==> src/rtl/cnt_seq_pkg.sv <==
// Shared definitions for the counter sequencing arbiter: command codes,
// FSM state codes and default widths.
package cnt_seq_pkg;

    localparam int DEF_DW = 8;
    localparam int DEF_LW = 4;

    // Command encodings carried on cmd0/cmd1
    localparam logic [1:0] CMD_LOAD = 2'b00;
    localparam logic [1:0] CMD_UP   = 2'b01;
    localparam logic [1:0] CMD_DOWN = 2'b10;
    localparam logic [1:0] CMD_NOP  = 2'b11;

    // Sequencer FSM states
    localparam logic [1:0] ST_IDLE = 2'd0;
    localparam logic [1:0] ST_EXEC = 2'd1;
    localparam logic [1:0] ST_DONE = 2'd2;

endpackage

==> src/rtl/cnt_seq_arbiter_rr_arb2.sv <==
// Two-way arbiter with a combinational grant and a registered fairness pointer.
// Optional macro CNT_SEQ_ARB_FIXED_PRIO_EN: fixed priority (req[0] always wins),
// no pointer register.
module rr_arb2 (
    input  logic       clk,
    input  logic       reset_n,
    input  logic [1:0] req,
    input  logic       take,    // the current grant is being consumed this cycle
    output logic [1:0] gnt
);

`ifdef CNT_SEQ_ARB_FIXED_PRIO_EN
    assign gnt[0] = req[0];
    assign gnt[1] = req[1] & ~req[0];

    logic unused_ok;
    assign unused_ok = clk ^ reset_n ^ take;
`else
    logic ptr;  // 0: favour req[0] on a tie, 1: favour req[1]

    // A lone request always wins; the pointer only breaks ties.
    assign gnt[0] = req[0] & (~req[1] | ~ptr);
    assign gnt[1] = req[1] & (~req[0] |  ptr);

    // After granting requester i, favour the other one next time.
    always_ff @(posedge clk or negedge reset_n) begin
        if (!reset_n) begin
            ptr <= 1'b0;
        end else if (take) begin
            ptr <= gnt[0];
        end
    end
`endif

endmodule

==> src/rtl/cnt_seq_arbiter.sv <==
// Sequencer sharing an up/down loadable counter between two requesters.
// Optional macro CNT_SEQ_ARB_FIXED_PRIO_EN selects fixed priority (req0 wins).
//
// Handshake: a requester raises reqN with cmdN/lenN/dN stable and holds them
// until it sees the one-cycle gntN pulse, then drops reqN. Requests are only
// sampled while idle. doneN pulses for one cycle when the command completes.
module cnt_seq_arbiter
    import cnt_seq_pkg::*;
#(
    parameter int DW = DEF_DW,
    parameter int LW = DEF_LW
) (
    input  logic          clk,
    input  logic          reset_n,
    input  logic          req0,
    input  logic          req1,
    input  logic [1:0]    cmd0,
    input  logic [1:0]    cmd1,
    input  logic [LW-1:0] len0,
    input  logic [LW-1:0] len1,
    input  logic [DW-1:0] d0,
    input  logic [DW-1:0] d1,
    output logic          gnt0,
    output logic          gnt1,
    output logic          done0,
    output logic          done1,
    output logic          busy,
    output logic          owner,
    output logic          cnt_en,
    output logic          cnt_load,
    output logic          cnt_inc,
    output logic [DW-1:0] cnt_d,
    output logic [1:0]    dbg_state
);

    logic [1:0]    state;
    logic [1:0]    cap_cmd;
    logic [LW-1:0] rem;

    logic [1:0]    arb_gnt;
    logic          take;
    logic          win;
    logic [1:0]    sel_cmd;
    logic [LW-1:0] sel_len;
    logic [DW-1:0] sel_d;
    logic          skip;

    assign take = (state == ST_IDLE) && (req0 || req1);

    rr_arb2 u_arb (
        .clk     (clk),
        .reset_n (reset_n),
        .req     ({req1, req0}),
        .take    (take),
        .gnt     (arb_gnt)
    );

    // Winner selection and whether the command has no counter work at all
    assign win     = arb_gnt[1];
    assign sel_cmd = win ? cmd1 : cmd0;
    assign sel_len = win ? len1 : len0;
    assign sel_d   = win ? d1   : d0;
    assign skip    = (sel_cmd == CMD_NOP) || ((sel_cmd != CMD_LOAD) && (sel_len == '0));

    assign dbg_state = state;

    // Sequencer FSM: every output is a register so the first control cycle
    // lands together with the grant.
    always_ff @(posedge clk or negedge reset_n) begin
        if (!reset_n) begin
            state    <= ST_IDLE;
            cap_cmd  <= CMD_NOP;
            rem      <= '0;
            gnt0     <= 1'b0;
            gnt1     <= 1'b0;
            done0    <= 1'b0;
            done1    <= 1'b0;
            busy     <= 1'b0;
            owner    <= 1'b0;
            cnt_en   <= 1'b0;
            cnt_load <= 1'b0;
            cnt_inc  <= 1'b0;
            cnt_d    <= '0;
        end else begin
            gnt0  <= 1'b0;
            gnt1  <= 1'b0;
            done0 <= 1'b0;
            done1 <= 1'b0;
            case (state)
                ST_IDLE: begin
                    if (take) begin
                        cap_cmd <= sel_cmd;
                        rem     <= sel_len;
                        owner   <= win;
                        gnt0    <= ~win;
                        gnt1    <= win;
                        busy    <= 1'b1;
                        if (skip) begin
                            state <= ST_DONE;
                        end else begin
                            state    <= ST_EXEC;
                            cnt_en   <= 1'b1;
                            cnt_load <= (sel_cmd == CMD_LOAD);
                            cnt_inc  <= (sel_cmd == CMD_UP);
                            if (sel_cmd == CMD_LOAD) begin
                                cnt_d <= sel_d;
                            end
                        end
                    end
                end
                ST_EXEC: begin
                    rem <= rem - LW'(1);
                    if ((cap_cmd == CMD_LOAD) || (rem == LW'(1))) begin
                        state    <= ST_DONE;
                        cnt_en   <= 1'b0;
                        cnt_load <= 1'b0;
                        cnt_inc  <= 1'b0;
                        done0    <= ~owner;
                        done1    <= owner;
                    end
                end
                ST_DONE: begin
                    // Arriving from EXEC the done pulse is already out; a
                    // skipped command spends one extra cycle here to issue it.
                    if (done0 || done1) begin
                        state <= ST_IDLE;
                        busy  <= 1'b0;
                    end else begin
                        done0 <= ~owner;
                        done1 <= owner;
                    end
                end
                default: begin
                    state <= ST_IDLE;
                    busy  <= 1'b0;
                end
            endcase
        end
    end

endmodule

==> config.mk <==
export PLATFORM = sky130hd
export DESIGN_NAME = cnt_seq_arbiter
export DESIGN_NICKNAME = d
export VERILOG_FILES = /design/src/rtl/cnt_seq_pkg.sv /design/src/rtl/cnt_seq_arbiter_rr_arb2.sv /design/src/rtl/cnt_seq_arbiter.sv
export SDC_FILE = /design/constraint.sdc
export NUM_CORES = 1
export LEC_CHECK = 0
export ABC_CLOCK_PERIOD_IN_PS = 4800
export BUFFER_PORTS_ARGS = -buffer_cell sky130_fd_sc_hd__buf_2
export CORE_ASPECT_RATIO = 0.8
export CORE_MARGIN = 2
export CORE_UTILIZATION = 24
export CTS_CLUSTER_DIAMETER = 50
export DETAILED_ROUTE_END_ITERATION = 16
export PLACE_DENSITY_LB_ADDON = 0.2
export SLEW_MARGIN = 20
export SYNTH_ARGS = -nofsm -noshare
export SYNTH_HDL_FRONTEND = slang
export SYNTH_SLANG_ARGS = --single-unit
==> constraint.sdc <==
create_clock -name clk -period 4.8 [get_ports clk]
set_input_delay 0.96 -clock clk [delete_from_list [all_inputs] [get_ports clk]]
set_output_delay 0.96 -clock clk [all_outputs]
set_load 0.01 [all_outputs]
**Word level (Yosys, flattened, before mapping)**

Index checks and enable logic that the tools add are counted.

- Output and inout port bits: 19
- Register bits: 26

- Add/sub/neg operators: 1
- Multiplexer cells: 33
- Equality and inequality tests: 9
- Reductions and logical operators: 18
- Bitwise gates (word level): 11

Operator list:

| kind | number |
|---|---|
| $mux W1 | 17 |
| $mux W2 | 5 |
| $pmux W1 S2 | 5 |
| $mux W4 | 2 |
| $mux W8 | 1 |
| $ne A2 B2 Y1 const B | 4 |
| $pmux W4 S2 | 1 |
| $reduce_and A4 Y1 | 2 |
| $not A1 Y1 | 7 |
| $logic_not A2 Y1 | 3 |
| $pmux W2 S3 | 1 |
| $reduce_and A3 Y1 | 2 |
| $eq A2 B1 Y1 const B | 2 |
| $eq A2 B2 Y1 const B | 2 |
| $eq A4 B1 Y1 const B | 1 |
| $logic_not A4 Y1 | 1 |
| $logic_or A1 B1 Y1 | 4 |
| $reduce_and A2 Y1 | 2 |
| $reduce_bool A2 Y1 | 2 |
| $sub A4 B1 Y4 const B | 1 |
| $pmux W1 S3 | 1 |
| $and A1 B1 Y1 | 2 |
| $logic_and A1 B1 Y1 | 2 |
| $or A1 B1 Y1 | 2 |

**Longest topological paths before layout**

Gate-level depths: netlist of run 1.

- Depth after elaboration: 10
- Gate-level depth with buffers: 7
- Depth with buffers taken out: 7

**Hierarchy**

A second synthesis of run 1 with hierarchy kept.

- Cell total of the unflattened synthesis: 144
- Area total of the unflattened synthesis: 1440.1 µm²

Modules (own cells, without submodules):

| module | seq. area each (µm²) | times used | cells an instance | area an instance (µm²) |
|---|---|---|---|---|
| cnt_seq_arbiter | 628.1 | 1 | 139 | 1377.6 |
| rr_arb2 | 25.0 | 1 | 5 | 62.6 |

**Worst setup path before layout of run 1**

No wires, ideal clock.

- Path kind: input port to flip-flop
- Start: input req0
- End: register cnt_inc
- Data required time: 4679 ps
- Cell stages on the path: 6
- Arrival: 1938 ps
- Path slack: 2741 ps
- Cells stage by stage: nand2b_2 > nand2_2 > buf_6 > a221o_1 > a31o_1 > a22o_1

- Longest elaborated chain between the ends: 9
- Elaborated cells on any way between the ends: 19
- Those cells by class: 4 x eq/ne; 5 x mux; 3 x bitwise; 7 x reduce/logical

RTL lines:

| item | RTL line | RTL |
|---|---|---|
| from (decl) | cnt_seq_arbiter.sv:15 | `input logic req0,` |
| $not A1 Y1 | cnt_seq_arbiter_rr_arb2.sv:23 | `assign gnt[1] = req[1] & (~req[0] \| ptr);` |
| $or A1 B1 Y1 | cnt_seq_arbiter_rr_arb2.sv:23 |  |
| $and A1 B1 Y1 | cnt_seq_arbiter_rr_arb2.sv:23 |  |
| $mux W4 / $mux W2 (equally long branches) | cnt_seq_arbiter.sv:61, cnt_seq_arbiter.sv:60 |  |
| $logic_not A4 Y1 / $reduce_bool A2 Y1 (equally long branches) | cnt_seq_arbiter.sv:63 | `assign skip = (sel_cmd == CMD_NOP) \|\| ((sel_cmd != CMD_LOAD) && (sel_len == '0));` |
| $logic_and A1 B1 Y1 | cnt_seq_arbiter.sv:63 |  |
| $logic_or A1 B1 Y1 | cnt_seq_arbiter.sv:63 |  |
| $ne A2 B2 Y1 (no source line) | n/a |  |
| $reduce_and A4 Y1 (no source line) | n/a |  |
| to (signal assigned) | cnt_seq_arbiter.sv:104 | `cnt_inc <= (sel_cmd == CMD_UP);` |
| to (decl) | cnt_seq_arbiter.sv:31 | `output logic cnt_inc,` |

Parallel ways exist; a longest one is shown, timed or not. The select of a mux whose other input is x is not followed.
A chain may end at the register's enable or synchronous reset.

**Worst setup path after layout of run 1**

- Start: input req0
- End: register cnt_d[5]

- Longest elaborated chain between the ends: 9
- Elaborated cells on any way between the ends: 16
- Those cells by class: 1 x eq/ne; 3 x mux; 4 x bitwise; 8 x reduce/logical

RTL lines:

| item | RTL line | RTL |
|---|---|---|
| $not A1 Y1 | cnt_seq_arbiter_rr_arb2.sv:23 |  |
| $or A1 B1 Y1 | cnt_seq_arbiter_rr_arb2.sv:23 |  |
| $and A1 B1 Y1 | cnt_seq_arbiter_rr_arb2.sv:23 |  |
| $mux W4 / $mux W2 (equally long branches) | cnt_seq_arbiter.sv:61, cnt_seq_arbiter.sv:60 |  |
| $logic_not A4 Y1 / $reduce_bool A2 Y1 (equally long branches) | cnt_seq_arbiter.sv:63 |  |
| $logic_and A1 B1 Y1 | cnt_seq_arbiter.sv:63 |  |
| $logic_or A1 B1 Y1 | cnt_seq_arbiter.sv:63 |  |
| $not A1 Y1 (no source line) | n/a |  |
| $reduce_and A4 Y1 (no source line) | n/a |  |
| to (signal assigned) | cnt_seq_arbiter.sv:106 | `cnt_d <= sel_d;` |
| to (decl) | cnt_seq_arbiter.sv:32 | `output logic [DW-1:0] cnt_d,` |

Parallel ways exist; a longest one is shown, timed or not.

==> results_dict.tcl, run 1 <==
set metrics [dict create \
    worst_setup_hold_path_clk_slew_ns 0.09 \
    min_period_ns 2.281 \
    path_class "in2reg" \
    synth_nets 188 \
    placement_rows 25 \
    grt_start_max_net_pins 27 \
    syn-cell-area_um2 1420 \
    instances_no_fill 281 \
    top_layer "met4" \
    starting_density_pct 24.41 \
    drv_cap 0 \
    clk_latency_ns 0.27 \
    cp.required_ns 4.96 \
    synth_area_leaders "sky130_fd_sc_hd__dfrtp_1 42%, sky130_fd_sc_hd__mux2_2 8.7%, sky130_fd_sc_hd__nand2_1 7.9%" \
    cts_made_buffers 3 \
    cts.path.max_buffers 2 \
    hold_ws_ns 0.4816 \
    sum_of_negative_setup_slack_ns 0 \
    synth.yosys.warnings 0 \
    grt_overflow 0 \
    drt.antenna.violating_nets 0 \
    cts_root_buffer "sky130_fd_sc_hd__clkbuf_8" \
    detailed_router_s_first_iteration_violation_count 63 \
    wl_met2_mm 1.317 \
    drtPass1Iterations 4 \
    hold_path.class "reg2reg" \
    buffer_ports.inserted 50 \
    unrepaired_setup_endpoints_after_global_routing "false" \
    finalSetupViolCount 0 \
    synth_sequential_area_ratio_pct 45.99 \
    cts_resized 0 \
    synth_enable_flop_cells 0 \
    grt_pass1_vias 1126 \
    netlist_instances 151 \
    critPathLaunch "req0" \
    final.period_utilization_pct 47.52 \
    nNetsFinal 238 \
    fin_total_pwr_mw 1.058 \
    synth_top_area_share_pct 42.29 \
    route.detailed.vias_per_inst 4.427 \
    slew_headroom_pct 56.15 \
    grt_antenna_before_repair 0 \
    hold_path_startpoint "cnt_en" \
    p_leak_nw 0.9133 \
    post_syn_area_per_cell_um2 9.405 \
    cts_post_setup_buffers_inserted 0 \
    dp_hpwl_mm 2.630 \
    antenna_diodes 0 \
    final-max-slew-violation-count 0 \
    status "finished, final reports clean" \
    post_route_cells_drive_above_1_share_pct 35.00 \
    floorplan.io_pins 51 \
    grt_util_all_layers_pct 10.75 \
    drc 0 \
    cp-start-kind "primary input" \
    maxClockFrequency_ghz 0.4384 \
    dr_wl_met3_um 201 \
    core_um2 5818 \
    arrival_ns 2.44 \
    grt_first_pass_wirelength_mm 5.671 \
    clock_tree.htree_level_count 1 \
    dr_total_vias 1244 \
    drt-total-wl_mm 3.356 \
    synthDistinctLibCells 37 \
    area_growth_pct 27.75 \
    actual_slew_at_the_worst_max_slew_pin_ns 0.6534 \
    post_dr_wirelength_cell_um 11.94 \
    cts.sink_count 26 \
    async_flop_share_pct 100.0 \
    routedLengthMet1_mm 1.820 \
    cts_tree "yes" \
    placed_cells 277 \
    die_h_um 72.80 \
    worstSetupEndpointType "flop" \
    worst_r2r_startpoint "dbg_state[0]" \
    chipWidth_um 90 \
    post-synth-top-area-cell "sky130_fd_sc_hd__dfrtp_1" \
    p_per_area_nw_per_um2 583.0 \
    detailedPlace.worstSlack_ns 2.202 \
    finalWeightedCongestion 0.7817 \
    layout_setup_ws_ns 2.519 \
    cts_hold_buf 0 \
    design.die.area_um2 6552 \
    synth_seq_cells 26 \
    max_clock_skew_ns 0.009055 \
    report.final.hold_viol_count 0 \
    peakVddDrop_uv 168.8 \
    crit_path_max_fanout 20 \
    postSynth.topFlopCell "sky130_fd_sc_hd__dfrtp_1" \
]
[metrics by stage]
| stage | util [%] | cell area [um^2] |
|---|---|---|
| floorplan | - | 1420 |
| global placement | 29.96 | 1743 |
| detailed placement | 29.96 | 1743 |
| finish | 31.18 | 1814 |
| CTS | 31.18 | 1814 |
| global route | 31.18 | 1814 |
[cells by family after synthesis]
logic type,Yosys count,share of synthesized area (%)
AND/OR/NAND/NOR,62,20.18
flip-flops,26,45.99
AO/OA/AOI/OAI,33,14.54
buffers and inverters,10,3.348
adder cells (fa/ha/maj),5,4.405
multiplexers,15,11.54
[registers in the layout, summed over array words and instances, names as in the netlist]
| signal | cells |
|---|---|
| busy | 1 |
| cap_cmd | 2 |
| cnt_d | 8 |
| cnt_en | 1 |
| cnt_inc | 1 |
| cnt_load | 1 |
| dbg_state | 2 |
| done0 | 1 |
| done1 | 1 |
| gnt0 | 1 |
| gnt1 | 1 |
| owner | 1 |
| rem | 4 |
| u_arb.ptr | 1 |
[worst paths after layout]
kind / to / cells past startpoint / slack (ns)
max: cnt_d[5] / 6 / 2.52
min: cnt_en / 1 / 0.48
max reg2reg: cnt_d[5] / 5 / 2.56
min reg2reg: cnt_en / 1 / 0.48
max in group asynchronous: rem[2] / 1 / 3.73
min in group asynchronous: cnt_d[7] / 1 / 0.67
[Yosys cell counts (all sizes together) (3+ instances only)]
cell type   n
dfrtp      24
o21ai      11
nor3        5
a21oi       8
buf         3
mux2i       4
nor2       11
a21o        3
mux2       11
inv         5
ha          5
nand2b      4
nand3       3
nand2      31
[layout by cell type (no fill, tap or decap), types with 2 or more instances in the layout]
cell,synthesis,final
sky130_fd_sc_hd__nor3b_1,2,2
sky130_fd_sc_hd__a21oi_1,8,8
sky130_fd_sc_hd__a31oi_1,2,2
sky130_fd_sc_hd__nor2_1,10,10
sky130_fd_sc_hd__nand3_1,3,3
sky130_fd_sc_hd__clkbuf_8,0,3
sky130_fd_sc_hd__dfstp_2,2,2
sky130_fd_sc_hd__nand2b_1,3,3
sky130_fd_sc_hd__a21o_1,3,3
sky130_fd_sc_hd__nand2_1,30,30
sky130_fd_sc_hd__dfrtp_1,24,24
sky130_fd_sc_hd__a22o_1,2,2
sky130_fd_sc_hd__ha_1,5,5
sky130_fd_sc_hd__buf_2,2,50
sky130_fd_sc_hd__mux2_2,11,11
sky130_fd_sc_hd__o21ai_0,10,10
sky130_fd_sc_hd__inv_1,5,5
sky130_fd_sc_hd__nor3_1,5,5
sky130_fd_sc_hd__mux2i_1,4,4
[routing by layer]
metal | vias to the layer above | track usage, %
met2 | 34 | 14.70
li1 | 625 | -
met4 | 0 | 2.051
met1 | 583 | 16.48
met5 | - | 0
met3 | 2 | 3.409
[cell type report]
class,instances,area (um^2)
fill,655,4004
multi-input combinational,115,719.4
sequential,26,653.1
timing repair buffer,50,250.2
tap,81,101.3
clock buffer,3,41.29
clock inverter,1,30.03
inverter,5,18.77
[report_power, final]
part / total, mW / switching, mW / internal, mW
Clock: 0.182 / 0.0700 / 0.112
Sequential: 0.388 / 0.0605 / 0.327
Combinational: 0.489 / 0.272 / 0.216
Total: 1.06 / 0.403 / 0.655
[worst max-delay path: stages]
cell	delay (ns)
sky130_fd_sc_hd__buf_2	0.12
sky130_fd_sc_hd__nand2b_2	0.07
sky130_fd_sc_hd__nand2_2	0.34
sky130_fd_sc_hd__mux2i_1	0.18
sky130_fd_sc_hd__nor2_2	0.37
sky130_fd_sc_hd__mux2_2	0.38
No activity file was read; power rests on OpenSTA's default activity.
==> inputs of run 2 (changes only) <==
- ABC_CLOCK_PERIOD_IN_PS: 4800 -> 1980
- clock period: 4.8 -> 1.98 ns (I/O delays scaled with it)
==> results_dict.tcl, run 2 (synthesis gave the netlist of run 1 again) <==
set metrics [dict create \
    drt.antenna.violating_nets 0 \
    dp_hpwl_mm 2.700 \
    final-max-slew-violation-count 0 \
    core_um2 5818 \
    clk_latency_ns 0.27 \
    arrival_ns 2.05 \
    grt_pass1_vias 1123 \
    die_h_um 72.80 \
    hold_ws_ns 0.1135 \
    grt_overflow 0 \
    cts_tree "yes" \
    crit_path_max_fanout 8 \
    antenna_diodes 0 \
    hold_path.class "in2async" \
    critPathLaunch "dbg_state[1]" \
    drtPass1Iterations 4 \
    post_dr_wirelength_cell_um 12.06 \
    design.die.area_um2 6552 \
    worst_setup_hold_path_clk_slew_ns 0.10 \
    worstPathCellList "inv_1, ha_1, buf_4, or3_1, a31oi_1, a22o_1" \
    finalSetupViolCount 0 \
    nNetsFinal 244 \
    route.detailed.vias_per_inst 4.275 \
    min_period_ns 1.834 \
    largest-register "cnt_d" \
    drv_cap 0 \
    grt_first_pass_wirelength_mm 5.761 \
    final.period_utilization_pct 92.61 \
    drt-total-wl_mm 3.462 \
    cts_hold_buf 0 \
    critical_path.max_stage_delay_ns 0.45 \
    most-common-layout-cells "50 x sky130_fd_sc_hd__buf_2, 30 x sky130_fd_sc_hd__nand2_1, 24 x sky130_fd_sc_hd__dfrtp_1" \
    drc 0 \
    layout_commonest_cell "sky130_fd_sc_hd__buf_2" \
    grt_start_max_net_pins 27 \
    slew_headroom_pct 60.09 \
    p_leak_nw 0.9417 \
    placement_rows 25 \
    reg2reg_slack_ns 0.15 \
    cts.sink_count 26 \
    buffer_ports.inserted 50 \
    design_area_um2 1867 \
    cp-start-kind "flop" \
    p_per_area_nw_per_um2 1422 \
    layout_top_registers "cnt_d: 8 flops, rem: 4 flops" \
    p_sw_uw 996.0 \
    peakVddDrop_uv 458.2 \
    floorplan.io_pins 51 \
    max_clock_skew_ns 0.006056 \
    critPathCapture "cnt_inc" \
    cp.required_ns 2.19 \
    power.internal_mw 1.659 \
    cts_made_buffers 3 \
    post_route_cells_drive_above_1_share_pct 37.38 \
    clock_tree.htree_level_count 1 \
    path_class "reg2reg" \
    placedInstanceArea_um2 1788 \
    grt_util_all_layers_pct 11.05 \
    cts_post_setup_buffers_inserted 0 \
    unrepaired_setup_endpoints_after_global_routing "false" \
    power.clock.fraction_pct 16.8 \
    report.final.hold_viol_count 0 \
    fin_total_pwr_mw 2.655 \
    chipWidth_um 90 \
    combinational_cell_fraction_of_total_power_pct 47.9 \
    cts_root_buffer "sky130_fd_sc_hd__clkbuf_8" \
    timing.rr.end "cnt_inc" \
    grt_antenna_before_repair 0 \
    cts.path.max_buffers 2 \
    sum_of_negative_setup_slack_ns 0 \
    finalWeightedCongestion 0.7409 \
    seqPwrFrac_pct 35.4 \
    largest_reg_flops 8 \
    starting_density_pct 24.41 \
    crit_slowest_cell "sky130_fd_sc_hd__or3_1" \
    maxClockFrequency_ghz 0.5454 \
    detailed_router_s_first_iteration_violation_count 24 \
    worst_r2r_startpoint "dbg_state[1]" \
    timing.reg2reg.worst_path_depth 6 \
    dr_total_vias 1227 \
    area_growth_pct 31.45 \
    worstSetupEndpointType "flop" \
    status "finished, final reports clean" \
    actual_slew_at_the_worst_max_slew_pin_ns 0.5987 \
    sw_share_pct 37.51 \
]
## run 2: changes by cell type in the layout (fill, tap and decap cells not counted), sizes merged
| cell | before | now |
|---|---|---|
| buf | 50 | 56 |
## run 2: area by class of cell
cell class / count / area (um^2)
clock buffers: 3 / 41.29
clock inverters: 1 / 30.03
fillers: 647 / 3951
repair buffers: 56 / 295.3
multi-input cells: 115 / 726.9
flip-flops and latches: 26 / 653.1
inverters: 5 / 18.77
well taps: 81 / 101.3
## run 2: timing repair
item,4_1_cts,5_1_grt
gates cloned,0,0
setup endpoints to repair,5,11
resized for setup,1,1
## run 2: worst min-delay path by stage
stage / endpoint / slack (ns) / from
after detailed placement: cnt_d[7] / 0.45 / reset_n
final: cnt_d[7] / 0.11 / reset_n
after CTS: cnt_d[7] / 0.14 / reset_n
after floorplan: busy / 0.10 / reset_n
after global routing: cnt_d[7] / 0.17 / reset_n
after global placement: cnt_d[7] / 0.44 / reset_n
## run 2: critical path, delay by kind of cell (launching register included)
kind / cells / cell delay [ns]
and+or+nand+nor: 1 / 0.45
adders and majority gates: 1 / 0.26
DFF: 1 / 0.37
buffers and inverters: 2 / 0.27
AOI/OAI and AO/OA: 2 / 0.42
## run 2: routing by layer
| metal | vias to the layer above | wire (um) | share of wire, % | global-route usage, % |
|---|---|---|---|---|
| met5 | - | 0 | 0 | 0 |
| li1 | 635 | - | - | - |
| met4 | 0 | 23 | 0.66 | 2.564 |
| met3 | 2 | 173 | 5.0 | 3.719 |
| met2 | 31 | 1323 | 38 | 13.78 |
| met1 | 559 | 1940 | 56 | 17.70 |
## run 2: per-stage QoR
| step | cells | setup WS [ns] | util [%] |
|---|---|---|---|
| floorplan | 151 | 0.1658 | - |
| global placement | 283 | 0.07157 | 30.73 |
| detailed placement | 283 | 0.01212 | 30.73 |
| CTS | 287 | 0.01078 | 32.04 |
| global route | 287 | 0.001221 | 32.09 |
| finish | 287 | 0.1463 | 32.09 |
## run 2: power by group through the flow
stage / combinational, mW / sequential [mW] / clock (mW)
6_report: 1.27 / 0.939 / 0.445
5_1_grt: 1.44 / 0.984 / 0.477
4_1_cts: 1.29 / 0.945 / 0.459
3_5_place_dp: 1.27 / 0.954 / 0
3_3_place_gp: 1.27 / 0.959 / 0
2_1_floorplan: 0.734 / 1.02 / 0
==> inputs of run 3 (changes only) <==
- PLACE_DENSITY_LB_ADDON: 0.2 -> unset
==> results_dict.tcl, run 3 (synthesis gave the netlist of run 1 again) <==
set metrics [dict create \
    grt_start_max_net_pins 27 \
    grt_overflow 0 \
    detailed_router_s_first_iteration_violation_count 50 \
    buffer_ports.inserted 50 \
    grt_util_all_layers_pct 11.21 \
    clk_latency_ns 0.27 \
    grt_first_pass_wirelength_mm 5.768 \
    report.final.hold_viol_count 0 \
    arrival_ns 2.00 \
    cts_root_buffer "sky130_fd_sc_hd__clkbuf_8" \
    cts.sink_count 26 \
    fin_total_pwr_mw 2.584 \
    chipWidth_um 90 \
    drv_cap 0 \
    final-seq-area_um2 653.1 \
    worstSetupPathDepth 7 \
    final-max-slew-violation-count 0 \
    finalWeightedCongestion 0.8170 \
    critical_path.max_stage_delay_ns 0.42 \
    reg2reg_slack_ns 0.19 \
    hold_path.class "in2async" \
    cp-start-kind "flop" \
    cts_hold_buf 0 \
    die_h_um 72.80 \
    dr_total_vias 1255 \
    clock_tree.htree_level_count 1 \
    largest-register "cnt_d" \
    most-common-layout-cells "50 x sky130_fd_sc_hd__buf_2, 30 x sky130_fd_sc_hd__nand2_1, 24 x sky130_fd_sc_hd__dfrtp_1" \
    drt-total-wl_mm 3.576 \
    grt_pass1_vias 1172 \
    final.period_utilization_pct 90.20 \
    dp_hpwl_mm 2.846 \
    p_leak_nw 0.9397 \
    slew_headroom_pct 59.76 \
    status "finished, final reports clean" \
    crit_slowest_cell "sky130_fd_sc_hd__dfrtp_1" \
    crit_path_max_fanout 9 \
    cts_made_buffers 3 \
    worstSetupEndpointType "flop" \
    worst_setup_hold_path_clk_slew_ns 0.09 \
    path_class "reg2reg" \
    floorplan.io_pins 51 \
    nNetsFinal 245 \
    post_route_cells_drive_above_1_share_pct 38.65 \
    critical_path.n_buffers_inverters 3 \
    sum_of_negative_setup_slack_ns 0 \
    cts.path.max_buffers 2 \
    fillers 642 \
    cts_tree "yes" \
    route.detailed.vias_per_inst 4.358 \
    p_per_area_nw_per_um2 1386 \
    actual_slew_at_the_worst_max_slew_pin_ns 0.6036 \
    drt.antenna.violating_nets 0 \
    most_numerous_cell_on_the_critical_path "sky130_fd_sc_hd__inv_1" \
    crit_family "flip-flops" \
    largest_reg_flops 8 \
    cp.required_ns 2.20 \
    worstPathCellList "inv_1, ha_1, buf_4, inv_1, or3_4, a31oi_2, a22o_1" \
    timing.rr.end "cnt_inc" \
    min_period_ns 1.786 \
    layout_commonest_cell "sky130_fd_sc_hd__buf_2" \
    area_growth_pct 31.28 \
    starting_density_pct 24.41 \
    drc 0 \
    layout_top_registers "cnt_d: 8 flops, rem: 4 flops" \
    post_dr_wirelength_cell_um 12.42 \
    peakVddDrop_uv 390.4 \
    area_used_by_multi_input_combinational_logic_um2 733.2 \
    unrepaired_setup_endpoints_after_global_routing "false" \
    finalSetupViolCount 0 \
    grt_antenna_before_repair 0 \
    antenna_diodes 0 \
    core_um2 5818 \
    worst_r2r_startpoint "dbg_state[0]" \
    design.die.area_um2 6552 \
    maxClockFrequency_ghz 0.5599 \
    timing.reg2reg.worst_path_depth 7 \
    placement_rows 25 \
    drtPass1Iterations 4 \
    max_clock_skew_ns 0.003509 \
]
run 3: area by class of cell:
class / count / area share, %
multi-input combinational: 115 / 39.33
sequential: 26 / 35.03
clock buffer: 4 / 2.953
timing repair buffer: 57 / 16.24
tap: 81 / 5.436
inverter: 5 / 1.007
run 3: timing repair:
item	CTS	global route
setup endpoints to repair	0	1
buffers inserted	0	0
gates resized for setup	0	3
run 3: through the flow:
step           worst slack, ns  std cells  hold slack, ns  area, um^2  utilization, %
2_1_floorplan           0.1658        151          0.1004        1420               -
3_3_place_gp            0.1302        284          0.4390        1795           30.86
3_5_place_dp            0.1407        284          0.4476        1795           30.86
4_1_cts                 0.1107        288          0.1426        1851           31.81
5_1_grt                0.05143        288          0.1659        1864           32.04
6_report                0.1940        288          0.1231        1864           32.04
run 3: worst max-delay path by stage:
stage	from	end	slack, ns
final	dbg_state[0]	cnt_inc	0.19
after global routing	dbg_state[0]	cnt_inc	0.05
after CTS	dbg_state[0]	cnt_inc	0.11
after detailed placement	dbg_state[1]	cnt_inc	0.14
after global placement	dbg_state[0]	cnt_inc	0.13
after floorplan	dbg_state[0]	cnt_inc	0.17
run 3: layer usage:
layer  vias to the layer above  global-route usage, %  wire [um]
met2                        30                  15.12       1400
met1                       585                  17.20       1959
met3                         2                  3.822        199
met5                         -                      0          0
li1                        638                      -          -
met4                         0                  2.051         17
run 3: report_power, final:
part | switching (mW) | internal [mW]
clock network | 0.167 | 0.178
logic | 0.689 | 0.608
registers | 0.149 | 0.793
